`config.mk`:
```
export PLATFORM = sky130hd
export DESIGN_NAME = ram_requester
export DESIGN_NICKNAME = d
export VERILOG_FILES = /design/src/rtl/ram_requester.sv
export SDC_FILE = /design/constraint.sdc
export NUM_CORES = 1
export LEC_CHECK = 0
export CELL_PAD_IN_SITES_DETAIL_PLACEMENT = 2
export CELL_PAD_IN_SITES_GLOBAL_PLACEMENT = 2
export CORE_MARGIN = 3
export CORE_UTILIZATION = 24
export CTS_BUF_LIST = sky130_fd_sc_hd__clkbuf_16
export CTS_CLUSTER_SIZE = 12
export DETAILED_ROUTE_END_ITERATION = 8
export PLACE_DENSITY_LB_ADDON = 0.1
export SLEW_MARGIN = 10
export SYNTH_ARGS = -nofsm -noshare
export SYNTH_HDL_FRONTEND = slang
export SYNTH_SLANG_ARGS = --single-unit
```
`constraint.sdc`:
```
create_clock -name clk -period 2.4 [get_ports clk]
set_input_delay 0.36 -clock clk [delete_from_list [all_inputs] [get_ports clk]]
set_output_delay 0.36 -clock clk [all_outputs]
set_load 0.1 [all_outputs]
```
`src/rtl/ram_requester.sv`:
```
// ram_requester: cpu_ram_if initiator; fetch (if_*) and load/store (d_*) ports in, registered RAM request (ram_*) out, load data/done/err back
module ram_requester #(
  parameter int BIT_WIDTH = 32,
  parameter int TIMEOUT = 16
) (
  input  logic                 clk,
  input  logic                 rst,
  input  logic                 if_req,
  input  logic [BIT_WIDTH-1:0] if_addr,
  output logic [BIT_WIDTH-1:0] if_rdata,
  output logic                 if_done,
  output logic                 if_err,
  input  logic                 d_ren,
  input  logic                 d_wen,
  input  logic [BIT_WIDTH-1:0] d_addr,
  input  logic [2:0]           d_width,
  input  logic [BIT_WIDTH-1:0] d_wdata,
  output logic [BIT_WIDTH-1:0] d_rdata,
  output logic                 d_done,
  output logic                 d_err,
  output logic                 ram_ren,
  output logic                 ram_wen,
  output logic [BIT_WIDTH-1:0] ram_addr,
  output logic [1:0]           ram_width,
  output logic [BIT_WIDTH-1:0] ram_store,
  input  logic [BIT_WIDTH-1:0] ram_load,
  input  logic [1:0]           ram_state
);
  localparam logic [1:0] RAM_DATA = 2'd2, RAM_ERROR = 2'd3;
  typedef enum logic [1:0] {IDLE, BUSY, RESP} state_t;
  state_t state, state_n;
  logic own_d, own_d_n;
  logic [2:0] dw, dw_n;
  logic [7:0] cnt, cnt_n;
  logic ren_n, wen_n, if_done_n, if_err_n, d_done_n, d_err_n;
  logic [1:0] width_n;
  logic [BIT_WIDTH-1:0] addr_n, store_n, if_rdata_n, d_rdata_n, ext;
  logic [7:0] lane_b;
  logic [15:0] lane_h;
  logic d_req, d_bad, if_bad, got;
  assign d_req = d_ren | d_wen;
  assign d_bad = (d_ren & d_wen) | (d_width[1:0] == 2'b11) | (d_width[1:0] == 2'b01 & d_addr[0]) |
                 (d_width[1:0] == 2'b10 & |d_addr[1:0]);
  assign if_bad = |if_addr[1:0];
  assign got = ram_state == RAM_DATA;
  assign lane_b = 8'(ram_load >> {ram_addr[1:0], 3'b000});
  assign lane_h = 16'(ram_load >> {ram_addr[1], 4'b0000});
  assign ext = dw[1:0] == 2'b00 ? {{(BIT_WIDTH-8){!dw[2] && lane_b[7]}}, lane_b} :
               dw[1:0] == 2'b01 ? {{(BIT_WIDTH-16){!dw[2] && lane_h[15]}}, lane_h} : ram_load;
  always_ff @(posedge clk) begin
    if (rst) begin
      state <= IDLE;
      own_d <= 1'b0;
      dw <= '0;
      cnt <= '0;
      ram_ren <= 1'b0;
      ram_wen <= 1'b0;
      ram_addr <= '0;
      ram_width <= '0;
      ram_store <= '0;
      if_rdata <= '0;
      d_rdata <= '0;
      if_done <= 1'b0;
      if_err <= 1'b0;
      d_done <= 1'b0;
      d_err <= 1'b0;
    end else begin
      state <= state_n;
      own_d <= own_d_n;
      dw <= dw_n;
      cnt <= cnt_n;
      ram_ren <= ren_n;
      ram_wen <= wen_n;
      ram_addr <= addr_n;
      ram_width <= width_n;
      ram_store <= store_n;
      if_rdata <= if_rdata_n;
      d_rdata <= d_rdata_n;
      if_done <= if_done_n;
      if_err <= if_err_n;
      d_done <= d_done_n;
      d_err <= d_err_n;
    end
  end
  always_comb begin
    state_n = state;
    if (state == IDLE)
      state_n = (d_req || if_req) ? ((d_req ? d_bad : if_bad) ? RESP : BUSY) : IDLE;
    else if (state == BUSY)
      state_n = (got || ram_state == RAM_ERROR || cnt == 8'(TIMEOUT-1)) ? RESP : BUSY;
    else
      state_n = IDLE;
  end
  always_comb begin
    ren_n = ram_ren;
    wen_n = ram_wen;
    addr_n = ram_addr;
    width_n = ram_width;
    store_n = ram_store;
    if_rdata_n = if_rdata;
    d_rdata_n = d_rdata;
    own_d_n = own_d;
    dw_n = dw;
    cnt_n = cnt;
    if_done_n = 1'b0;
    if_err_n = 1'b0;
    d_done_n = 1'b0;
    d_err_n = 1'b0;
    if (state == IDLE && d_req) begin
      own_d_n = 1'b1;
      d_err_n = d_bad;
      if (!d_bad) begin
        ren_n = d_ren;
        wen_n = d_wen;
        addr_n = d_addr;
        width_n = d_width[1:0];
        dw_n = d_width;
        store_n = d_width[1:0] == 2'b00 ? {(BIT_WIDTH/8){d_wdata[7:0]}} :
                  d_width[1:0] == 2'b01 ? {(BIT_WIDTH/16){d_wdata[15:0]}} : d_wdata;
      end
    end else if (state == IDLE && if_req) begin
      own_d_n = 1'b0;
      if_err_n = if_bad;
      if (!if_bad) begin
        ren_n = 1'b1;
        addr_n = if_addr;
        width_n = 2'b10;
      end
    end else if (state == BUSY) begin
      cnt_n = cnt + 8'd1;
      if (state_n == RESP) begin
        ren_n = 1'b0;
        wen_n = 1'b0;
        d_done_n = own_d && got;
        d_err_n = own_d && !got;
        if_done_n = !own_d && got;
        if_err_n = !own_d && !got;
        if (got && ram_ren && own_d) d_rdata_n = ext;
        if (got && ram_ren && !own_d) if_rdata_n = ram_load;
      end
    end else if (state == RESP) begin
      cnt_n = '0;
    end
  end
endmodule

```
[Word level (Yosys, flattened, before mapping)]
Cells that the tools add are included.
Cells by class
  shifts and indexed selects: 2
  $lt $le $gt $ge: 0
  bitwise logic cells: 12
  div/mod/pow operators: 0
  equal/unequal tests: 14
  add/subtract/negate cells: 1
  multipliers: 0
  reduce and logical (&&, ||, !) cells: 37
  mux-type cells: 38
Operators with widths (count)
  $mux 32: 8
  $shr 32x5->16: 1
  $shr 32x5->8: 1
  $mux 1: 19
  $mux 2: 9
  $mux 8: 2
  $eq 2x2->1 const B: 6
  $logic_and 1x1->1: 11
  $reduce_and 5->1: 2
  $add 8x1->8 const B: 1
  $eq 8x4->1 const B: 1
  $reduce_and 4->1: 2
  $reduce_bool 2->1: 4
  $eq 2x1->1 const B: 3
  $logic_not 2->1: 3
  $reduce_and 3->1: 2
  $reduce_bool 3->1: 2
  $reduce_or 2->1: 3
  $not 1->1: 5
  $reduce_or 5->1: 1
  $ne 2x2->1 const B: 2
  $or 1x1->1: 4
  $and 1x1->1: 3
  $logic_not 1->1: 3
  other kinds (4): 6
Word-level totals
  memory bits (read-only): 0
  logic and storage cells: 119
  output and inout bits: 136
  memories kept: 0
  bits in registers: 150
  latch bits: 0
  bits in writable memories: 0
  bits of input ports: 138

[Logic depth before layout (Yosys ltp)]
  depth in word-level cells: 13
  depth in mapped cells: 10
  depth with buffers taken out: 7

[Least setup slack after synthesis]
No wires, ideal clock.
  kind: reg2reg
  from: register ram_addr[1]
  to: register d_rdata[22]
  path slack: -0.058 ns
  stages on the path, launching flop included: 7
  required time: 2.254 ns
  arrival time: 2.312 ns
  library setup time: 0.146 ns
  buffers on the path: 2
  clock period less this slack: 2.458 ns
  path through: dfxtp_1 buf_2 mux4_2 nor3b_2 buf_2 a21oi_1 a211oi_2
Between the ends
  cells in the longest elaborated chain, start to end: 4
  elaborated cells on any way between the ends: 6
  classes of those cells: shift: 2; mux: 2; reduce/logical: 2
RTL lines
  from (decl): line 23  | output logic [BIT_WIDTH-1:0] ram_addr,
  from (signal assigned): line 74  | ram_addr <= addr_n;
  $shr 32x5->16: line 47  | assign lane_h = 16'(ram_load >> {ram_addr[1], 4'b0000});
  $logic_and 1x1->1: line 49  | dw[1:0] == 2'b01 ? {{(BIT_WIDTH-16){!dw[2] && lane_h[15]}}, lane_h} : ram_load;
  $mux 32: line 49
  $mux 32 *: line 48  | assign ext = dw[1:0] == 2'b00 ? {{(BIT_WIDTH-8){!dw[2] && lane_b[7]}}, lane_b} :
  to (signal assigned): line 78  | d_rdata <= d_rdata_n;
  to (decl): line 18  | output logic [BIT_WIDTH-1:0] d_rdata,
Every way passes the cells marked *; elsewhere a longest branch is shown, timed or not.
A chain may end at the register's enable or synchronous reset.

[Worst setup path after layout]
  from: register ram_addr[0]
  to: register d_rdata[28]
Between the ends
  cells in the longest elaborated chain, start to end: 3
RTL lines
  $shr 32x5->8: line 46  | assign lane_b = 8'(ram_load >> {ram_addr[1:0], 3'b000});
  $logic_and 1x1->1: line 48
  $mux 32: line 48
No other way between the ends.

==> impl_results.md <==
- TritonCTS Buffers: 17
- Final setup vio count: 0
- Synth Area in Simple Gates: 0.164
- CTS Buffer Depth: 2
- CTS clk-pin slew, worst paths: 0.07 ns
- Clock Latency Late Sink: 0.42 ns
- DP Worst Slack: -0.244 ns
- Worst-Margin Slew: 1.19 ns
- Critical path origin: ram_addr[0]$_SDFFE_PP0P_
- Worst-path maximum fanout: 16
- CP arrival: 2.61 ns
- Final Cycle Share: 0.946
- Hold Vio Cnt, Final: 0
- HPWL after detailed placement: 21800 µm
- Slew headroom: 0.201
- Share of layout cells above drive strength 1: 0.231
- Cell row count: 61
- Synthesized area: 6860 µm²
- Cell leakage power: 0.00400 µW
- Critical path class: flip-flop to flip-flop
- Power density cells: 719 nW/µm²
- Seq/Total Area, Yosys: 0.438
- Post-synth top cells: dfxtp_1, nand2_1, a21oi_1, nor2_1, mux2i_1
- Area Growth Syn to Fin: 51.7%
- Avg Cell Area, Syn: 8.60 µm²
- Vias: 7037
- DRT antenna net count: 0
- DRC: 0
- CTS tree: built
- Synth warn: 0
- Critical hold path startpoint: if_rdata[24]$_SDFFE_PP0P_
- CP Capture Point: d_rdata[28]$_SDFFE_PP0P_
- Reg-to-Reg End: d_rdata[28]$_SDFFE_PP0P_
- Layout Skew: 0.0183 ns
- Layout Cells excl Fill: 1455
- I/O Buffers: 273
- Post-Synth XOR/XNOR Area: 0.00766
- Via density: 4.84
- Post-cts sizing count: 0
- Drt first pass iters: 4
- Crit. End Element: flip-flop
- Reg2Reg Depth: 5
- Initial drt markers: 260
- Cell taking the most area after synthesis: dfxtp_1
- Number of synthesized flops with an enable pin: 0
- Placed insts: 1423
- Most common cell in the netlist: dfxtp_1
- Routability cong.: 0.764
- Largest net degree at the start of global routing: 63
- CP required: 2.74 ns
- Synth area leaders: dfxtp_1, mux2i_1, a21oi_1
- Post-synthesis adder-cell area fraction: 0.00547
- Initial Utilization: 0.245
- Crit path launch type: flip-flop
- Initial antenna violation count: 1
- Sink Count: 150
- Hold-fix buffers, CTS: 0
- Post-CTS Setup Bufs: 0
- Max Transition Viols Final: 0
- CTS H-tree depth: 4
- RSZ-0062 raised after global routing: false
- Total gr overflow: 0
- Max-cap violations: 0
- Clock root buffer: clkbuf_16
- #FFs+latches synth: 150
- Yosys cell types: 52
- Synth Area in Compound Gates: 0.232
- R2r setup slk: 0.13 ns
- Launch point of the worst reg-to-reg path: ram_addr[0]$_SDFFE_PP0P_
- Worst hold path type: flip-flop to flip-flop
- Gr usage total: 0.186
- Core Box Area: 27900 µm²
- # nets final: 1205
- WL final: 29200 µm
- Syn_nets: 938
- Fraction of registers with async set/reset: 0
- Mux contribution to synthesized area: 0.100
- Mapped Cells: 797
- Top FF cell, synth: dfxtp_1
- Die Wd: 175 µm
- Die area: 30600 µm²
- Status: completed
- I/O pin count: 274
- Fin crit period: 2.27 ns
- Main combinational cell family by area after synthesis: compound AO/OA/AOI/OAI gates
- Chip height: 175 µm
- First-pass GRT wire length: 44800 µm
- Fillers: 3175
- Maximum clock frequency: 0.440 GHz
- Number of global-route vias before repair: 7384
- Setup WS post-layout: 0.129 ns
- Worst IR Drop VDD: 0.419 mV
- Synth top area share: 0.438
- Routed WL per cell: 20.1 µm
## worst min-delay path by stage
stage / end / slack, ns / depth (start not counted)
final: if_rdata[24]$_SDFFE_PP0P_ / 0.46 / 2
after global routing: ram_store[27]$_SDFFE_PP0P_ / 0.48 / 2
after CTS: if_rdata[7]$_SDFFE_PP0P_ / 0.46 / 2
after detailed placement: if_rdata[24]$_SDFFE_PP0P_ / 0.45 / 2
after global placement: if_rdata[9]$_SDFFE_PP0P_ / 0.44 / 2
after floorplan: cnt[7]$_SDFFE_PP0P_ / 0.47 / 2
## per-layer routing
layer,vias to the layer above,track usage,part of all wire
li1,3356,-,-
met1,3469,0.230,0.43
met2,193,0.317,0.49
met3,19,0.0576,0.063
met4,0,0.0452,0.016
met5,-,0,0
## through the flow
stage / total power [µW] / hold slack (ns) / setup TNS, ns / util / instance area (µm²)
2_1_floorplan: 4210 / 0.470 / 0 / - / 6860
3_3_place_gp: 4980 / 0.444 / -2.26 / 0.353 / 9860
3_5_place_dp: 5000 / 0.450 / -3.02 / 0.353 / 9860
4_1_cts: 7590 / 0.460 / 0 / 0.372 / 10400
5_1_grt: 7840 / 0.480 / 0 / 0.372 / 10400
6_report: 7470 / 0.458 / 0 / 0.372 / 10400
## registers in the layout (all words and copies together), names as in the netlist
register   cells
state          2
ram_ren        1
ram_width      2
own_d          1
cnt            8
dw             3
if_err         1
if_rdata      32
d_rdata       32
ram_wen        1
if_done        1
ram_store     32
d_done         1
ram_addr      32
d_err          1
## worst max-delay path: stages, from the launching register on
cell	delay, ns
dfxtp_2	0.39
nor2_1	0.22
mux4_2	0.22
nor3b_2	0.94
a21oi_1	0.15
a211oi_2	0.27
## cell type report
type	count	area, µm²	share of cell area
diodes	1	2.50	0.000241
clock buffers	17	425	0.0409
clock inverters	14	113	0.0108
inverters	12	45.0	0.00433
multi-input cells	567	3510	0.338
flip-flops and latches	150	3010	0.289
well taps	378	473	0.0455
repair buffers	316	2830	0.272
## kinds of logic after synthesis
kind of cell,Yosys count
xor gates and xnor gates,6
DFF,150
and+or+nand+nor,261
buffers and inverters,80
AOI/OAI and AO/OA,231
adders and majority gates,3
muxes,66
## cells in the final DEF (no fill, tap or decap), types with 4 or more instances in the layout
cell type,instances
buf_4,171
dfxtp_1,148
clkdlybuf4s50_1,136
nand2_1,134
a21oi_1,106
nor2_1,72
mux2i_1,63
a211oi_1,40
a211oi_2,24
o21ai_0,21
clkbuf_16,17
inv_1,14
nor3_1,11
nand2b_1,10
buf_12,9
a311oi_1,8
a221oi_1,8
o221ai_1,7
a211o_1,7
clkinvlp_4,6
xor2_1,5
nand3_1,5
nor2b_1,5
nand4_1,4
## report_power, final
part / total (µW) / switching, µW / internal (µW)
clock: 2540 / 1130 / 1410
combinational: 2230 / 1520 / 716
sequential: 2700 / 85.0 / 2610
No activity file was read; power rests on OpenSTA's default activity.
